`config.mk`:
```
export PLATFORM = sky130hd
export DESIGN_NAME = partition_cmd_sequencer
export DESIGN_NICKNAME = d
export VERILOG_FILES = /design/src/rtl/partition_pkg.sv /design/src/rtl/partition_cmd_fifo.sv /design/src/rtl/partition_cmd_sequencer.sv
export SDC_FILE = /design/constraint.sdc
export NUM_CORES = 1
export LEC_CHECK = 0
export CAP_MARGIN = 20
export CORE_MARGIN = 2
export CORE_UTILIZATION = 50
export DETAILED_ROUTE_END_ITERATION = 10
export GPL_ROUTABILITY_DRIVEN = 0
export GPL_TIMING_DRIVEN = 0
export HOLD_SLACK_MARGIN = 0.02
export PLACE_DENSITY = 0.73
export SKIP_CTS_REPAIR_TIMING = 1
export SLEW_MARGIN = 20
export SYNTH_ARGS = -nofsm -noshare
export SYNTH_HDL_FRONTEND = slang
export SYNTH_SLANG_ARGS = --single-unit
```
`constraint.sdc`:
```
create_clock -name clk -period 3 [get_ports clk]
set_input_delay 0.9 -clock clk [delete_from_list [all_inputs] [get_ports clk]]
set_output_delay 0.9 -clock clk [all_outputs]
set_load 0.02 [all_outputs]
```
`src/rtl/partition_pkg.sv`:
```
// Shared opcodes, error codes, FSM encoding and command record for the partition command sequencer.
package partition_pkg;

    localparam logic [2:0] OP_NOP       = 3'd0;
    localparam logic [2:0] OP_PNEW      = 3'd1;
    localparam logic [2:0] OP_PSPLIT    = 3'd2;
    localparam logic [2:0] OP_PMERGE    = 3'd3;
    localparam logic [2:0] OP_PDISCOVER = 3'd4;

    localparam logic [1:0] ERR_OK      = 2'd0;
    localparam logic [1:0] ERR_ILLEGAL = 2'd1;
    localparam logic [1:0] ERR_TIMEOUT = 2'd2;
    localparam logic [1:0] ERR_BUDGET  = 2'd3;

    // Region field width of the buffered command record; matches the core's region bus.
    localparam int CMD_REGION_WIDTH = 32;

    typedef enum logic [1:0] {
        ST_IDLE,
        ST_ISSUE,
        ST_WAIT,
        ST_RESP
    } seq_state_t;

    typedef struct packed {
        logic [2:0]                  op;
        logic [7:0]                  a;
        logic [7:0]                  b;
        logic [CMD_REGION_WIDTH-1:0] region;
    } cmd_t;

    function automatic logic is_legal(input logic [2:0] op);
        return op <= OP_PDISCOVER;
    endfunction

endpackage

```
`src/rtl/partition_cmd_fifo.sv`:
```
// Small synchronous command FIFO; pointers carry an extra wrap bit to tell full from empty.
module partition_cmd_fifo #(
    parameter int DEPTH = 4,
    parameter int WIDTH = 51
) (
    input  logic             clk,
    input  logic             rst_n,
    input  logic             push,
    input  logic [WIDTH-1:0] push_data,
    input  logic             pop,
    output logic [WIDTH-1:0] pop_data,
    output logic             full,
    output logic             empty
);
    localparam int AW = $clog2(DEPTH);
    localparam logic [AW:0] PTR_ONE = {{AW{1'b0}}, 1'b1};

    logic [WIDTH-1:0] mem [DEPTH];
    logic [AW:0]      wr_ptr;
    logic [AW:0]      rd_ptr;

    assign empty    = (wr_ptr == rd_ptr);
    assign full     = (wr_ptr[AW] != rd_ptr[AW]) && (wr_ptr[AW-1:0] == rd_ptr[AW-1:0]);
    assign pop_data = mem[rd_ptr[AW-1:0]];

    always_ff @(posedge clk or negedge rst_n) begin
        if (!rst_n) begin
            wr_ptr <= '0;
            rd_ptr <= '0;
        end else begin
            if (push && !full)
                wr_ptr <= wr_ptr + PTR_ONE;
            if (pop && !empty)
                rd_ptr <= rd_ptr + PTR_ONE;
        end
    end

    // Storage needs no reset: empty pointers make stale contents unreachable.
    always_ff @(posedge clk) begin
        if (push && !full)
            mem[wr_ptr[AW-1:0]] <= push_data;
    end

endmodule

```
`src/rtl/partition_cmd_sequencer.sv`:
```
// Issue stage for the partition core: buffers commands, pulses the core once per command, returns one response each.
// Optional MU_BUDGET_EN adds a mu_budget input that refuses commands once the core's mu cost reaches the budget.
module partition_cmd_sequencer
    import partition_pkg::*;
#(
    parameter int FIFO_DEPTH   = 4,
    parameter int REGION_WIDTH = 32,
    parameter int MU_WIDTH     = 16,
    parameter int TIMEOUT_CYC  = 15
) (
    input  logic                    clk,
    input  logic                    rst_n,
    input  logic                    cmd_valid,
    output logic                    cmd_ready,
    input  logic [2:0]              cmd_op,
    input  logic [7:0]              cmd_a,
    input  logic [7:0]              cmd_b,
    input  logic [REGION_WIDTH-1:0] cmd_region,
    output logic [2:0]              core_op,
    output logic                    core_op_valid,
    output logic [REGION_WIDTH-1:0] core_region,
    output logic [7:0]              core_a,
    output logic [7:0]              core_b,
    input  logic                    core_op_done,
    input  logic [7:0]              core_result_id,
    input  logic [MU_WIDTH-1:0]     core_mu_cost,
`ifdef MU_BUDGET_EN
    input  logic [MU_WIDTH-1:0]     mu_budget,
`endif
    output logic                    rsp_valid,
    input  logic                    rsp_ready,
    output logic [7:0]              rsp_module_id,
    output logic [MU_WIDTH-1:0]     rsp_mu_delta,
    output logic [1:0]              rsp_err
);
    localparam int TW = $clog2(TIMEOUT_CYC + 1);
    localparam logic [TW-1:0] CNT_ONE  = {{(TW-1){1'b0}}, 1'b1};
    localparam logic [TW-1:0] CNT_LAST = TW'(TIMEOUT_CYC - 1);

    seq_state_t          state;
    cmd_t                push_word;
    cmd_t                head;
    logic                fifo_full;
    logic                fifo_empty;
    logic                over_budget;
    logic [MU_WIDTH-1:0] mu0;
    logic [TW-1:0]       wait_cnt;

    assign push_word = '{op: cmd_op, a: cmd_a, b: cmd_b, region: CMD_REGION_WIDTH'(cmd_region)};
    assign cmd_ready = !fifo_full;

`ifdef MU_BUDGET_EN
    assign over_budget = (core_mu_cost >= mu_budget);
`else
    assign over_budget = 1'b0;
`endif

    partition_cmd_fifo #(
        .DEPTH (FIFO_DEPTH),
        .WIDTH ($bits(cmd_t))
    ) u_fifo (
        .clk       (clk),
        .rst_n     (rst_n),
        .push      (cmd_valid),
        .push_data (push_word),
        .pop       (state == ST_ISSUE),
        .pop_data  (head),
        .full      (fifo_full),
        .empty     (fifo_empty)
    );

    // The pulse is dropped on the first WAIT cycle, so it is never high when the core goes idle again.
    always_ff @(posedge clk or negedge rst_n) begin
        if (!rst_n) begin
            state         <= ST_IDLE;
            core_op       <= '0;
            core_op_valid <= 1'b0;
            core_region   <= '0;
            core_a        <= '0;
            core_b        <= '0;
            mu0           <= '0;
            wait_cnt      <= '0;
            rsp_valid     <= 1'b0;
            rsp_module_id <= '0;
            rsp_mu_delta  <= '0;
            rsp_err       <= ERR_OK;
        end else begin
            case (state)
                ST_IDLE: begin
                    if (!fifo_empty && !rsp_valid)
                        state <= ST_ISSUE;
                end
                ST_ISSUE: begin
                    if (head.op == OP_NOP || !is_legal(head.op) || over_budget) begin
                        rsp_module_id <= '0;
                        rsp_mu_delta  <= '0;
                        rsp_err       <= (head.op == OP_NOP) ? ERR_OK :
                                         !is_legal(head.op)  ? ERR_ILLEGAL : ERR_BUDGET;
                        rsp_valid     <= 1'b1;
                        state         <= ST_RESP;
                    end else begin
                        core_op       <= head.op;
                        core_a        <= head.a;
                        core_b        <= head.b;
                        core_region   <= REGION_WIDTH'(head.region);
                        mu0           <= core_mu_cost;
                        core_op_valid <= 1'b1;
                        wait_cnt      <= '0;
                        state         <= ST_WAIT;
                    end
                end
                ST_WAIT: begin
                    core_op_valid <= 1'b0;
                    if (core_op_done) begin
                        rsp_module_id <= core_result_id;
                        rsp_mu_delta  <= core_mu_cost - mu0;
                        rsp_err       <= ERR_OK;
                        rsp_valid     <= 1'b1;
                        state         <= ST_RESP;
                    end else if (wait_cnt == CNT_LAST) begin
                        rsp_module_id <= '0;
                        rsp_mu_delta  <= '0;
                        rsp_err       <= ERR_TIMEOUT;
                        rsp_valid     <= 1'b1;
                        state         <= ST_RESP;
                    end else begin
                        wait_cnt <= wait_cnt + CNT_ONE;
                    end
                end
                ST_RESP: begin
                    if (rsp_ready) begin
                        rsp_valid <= 1'b0;
                        state     <= ST_IDLE;
                    end
                end
                default: state <= ST_IDLE;
            endcase
        end
    end

endmodule

```
==> results.ini <==
[worst_setup_path]
critPathCaptureType=primary output
path_class=register to primary output
crit_fanout=8
crit_path_cell_trace=buf_2 -> xnor2_1 -> nand3b_1 -> dlymetal6s2s_1
cp_slowest_cell=dfrtp_1
crit_end=cmd_ready
cp_num_cells=4
cpPeakStageDelay_ns=0.39
rr_startpoint=u_fifo.rd_ptr[0]$_DFFE_PN0P_
cp_data_arrival_time_ns=1.96
crit_start=u_fifo.rd_ptr[1]$_DFFE_PN0P_
crit_family=buffers and inverters
start_kind=register
rrSetupSlack_ns=0.17
rr_worst_depth=11
required_ns=2.10
worst-path-buf-inv=2
r2r-end=rsp_mu_delta[13]$_DFFE_PN0P_

[logic_synthesis]
synth-seq-cells=311
synth.distinct_cells=55
synth_nets=821
synth_area_mm2=0.0125
ys_seq_area_share_pct=70.5
syn_area_per_cell_um2=17.6
synth_ff_type=edfxtp_1
synthArstFlopShare_pct=34.4
ys_warn_count=0
syn_inst=711
synth-edff-count=204

[floorplan]
io_pins=160
dieArea_mm2=0.0262
initial_utilization_pct=51.2
core-area_mm2=0.0244
die_y_um=162
die_w_um=162
rows=57

[layout]
fillCellCount=1750
nNetsFinal=1020
stdcell_count=1258
drive_above_1_share_pct=21.7
syn2layout_area_growth_pct=26.7
layout_common_cells=edfxtp_1, clkdlybuf4s50_1, dfrtp_1
final_common_cell=edfxtp_1
n_antenna_cell=0

[clocking]
cts_made_buffers=31
htreeDepth=1
cts_buffer_depth=3
root_buffer=clkbuf_16
cts_tree=yes
clock_latency_ns=0.57
clock-sinks=311
clk_pin_slew_ns=0.06

[sta]
finalSetupViolCount=0
layout_setup_ws_ns=0.136
max_slew_margin_pct=52.6
worstMarginPinSlew_ns=0.710
slew_violations=0
final-hold-violation-count=0
fin_worst_skew_ns=0.0268
tns_ns=0
finalCritPeriodShare_pct=95.5
timing.final.crit_period_ns=2.86
rsz0062_at_grt=no
max_freq_mhz=349

[power]
power_mw=17.5
peakVddDrop_v=0.000814
leakage_nw=5.86
powerDensity_mw_per_mm2=1110

[drt]
final_antenna_net_count=0
drc=0
routed_wl_um=25400
wl_per_cell_um=20.2
dr.pass1.iters=5
drtIter0Drc=393
num_vias=6811
vias_per_cell=5.41

[placed_design]
dpl.hpwl_um=16300
io_buffers=159
post-place-cells=1199
pre_cts_ws_ns=-0.533

[grt]
grt_pass1_wl_um=40500
antenna_found_initial=3
track_usage_pct=19.9
grt_pass1_vias=7233
grt_max_degree=60
grt_overflow=0

[min_path]
hold_class=input port to asynchronous set/reset pin

[run_status]
status=finished clean

[flow_run]
drv_cap=0

## stage by stage
stage                     cell area, um^2  hold slack [ns]  util [%]
after CTS                           15700            0.298      64.5
after detailed placement            14600            0.467      60.0
after floorplan                     12500            0.462         -
after global routing                15800            0.328      64.8
final                               15800            0.296      64.8
after global placement              14500            0.462      59.4
## cell usage after synthesis, types with 4 or more instances
master	count	area [um^2]
o21a_1	5	37.5
mux2_2	53	597
buf_2	17	85.1
mux4_2	51	1150
nor2_1	10	37.5
nand3_1	8	40.0
ha_1	29	363
a21oi_1	10	50.1
o21ai_0	32	160
xor2_1	4	35.0
o211ai_1	5	37.5
clkbuf_1	8	30.0
o31ai_1	5	37.5
nand2b_1	6	37.5
nand2_1	41	154
edfxtp_1	204	6130
xnor2_1	7	61.3
and2_1	4	25.0
a21o_1	4	30.0
inv_1	29	109
dfrtp_1	107	2680
and3_1	10	62.6
a22o_1	11	96.3
## final cells by class
type	count	area (um^2)	share of cell area, %
sequential	311	8800	55.7
multi-input combinational	344	3490	22.1
timing repair buffer	167	1740	11.0
clock buffer	37	818	5.17
tap	324	405	2.56
clock inverter	20	287	1.81
buffer	26	164	1.04
inverter	29	109	0.688
## routing by layer
layer	GRT usage, %	share of wire (%)
met4	3.78	1.7
met5	0	0.083
met3	5.01	6.7
met1	27.3	44
met2	33.0	48
## worst reg2reg max path, cell delays in order (launching register included)
cell and delay [ns]:
dfrtp_1 0.38, buf_6 0.18, buf_8 0.19, mux4_2 0.53, inv_1 0.11, ha_2 0.34, nand2_4 0.14, and4_1 0.21
buf_4 0.18, nand2_1 0.09, a2111oi_2 0.28, a211o_1 0.15
## power breakdown
part | total (mW) | switching [mW] | internal [mW]
Clock | 4.12 | 1.64 | 2.48
Sequential | 6.53 | 0.539 | 5.99
Combinational | 6.83 | 3.58 | 3.25
## worst min path at each step
stage / from / endpoint / slack, ns / depth (start not counted)
3_5_place_dp: rsp_err[1]$_DFFE_PN0P_ / rsp_err[1]$_DFFE_PN0P_ / 0.47 / 1
4_1_cts: rst_n / core_region[6]$_DFFE_PN0P_ / 0.30 / 1
6_report: rst_n / core_region[8]$_DFFE_PN0P_ / 0.30 / 1
3_3_place_gp: rsp_mu_delta[1]$_DFFE_PN0P_ / rsp_mu_delta[1]$_DFFE_PN0P_ / 0.46 / 2
5_1_grt: rst_n / core_region[8]$_DFFE_PN0P_ / 0.33 / 1
2_1_floorplan: u_fifo.wr_ptr[2]$_DFFE_PN0P_ / u_fifo.wr_ptr[2]$_DFFE_PN0P_ / 0.46 / 1
## kinds of logic (layout without fill, tap and decap cells)
group,after synthesis,in the layout,synth area share [%]
compound gates,107,107,6.22
simple gates,92,92,3.52
buf+inv,56,279,1.91
mux,104,104,14.0
xor+xnor,11,11,0.772
fa+ha+maj,30,30,3.07
flops,311,311,70.5
## state kept, by name, indices dropped and copies added (netlist names), 3 cells and up
register       flops
core_a             8
core_b             8
core_op            3
core_region       32
mu0               16
rsp_module_id      8
rsp_mu_delta      16
u_fifo.mem       204
u_fifo.rd_ptr      3
u_fifo.wr_ptr      3
wait_cnt           4
No activity file was read; power rests on OpenSTA's default activity.
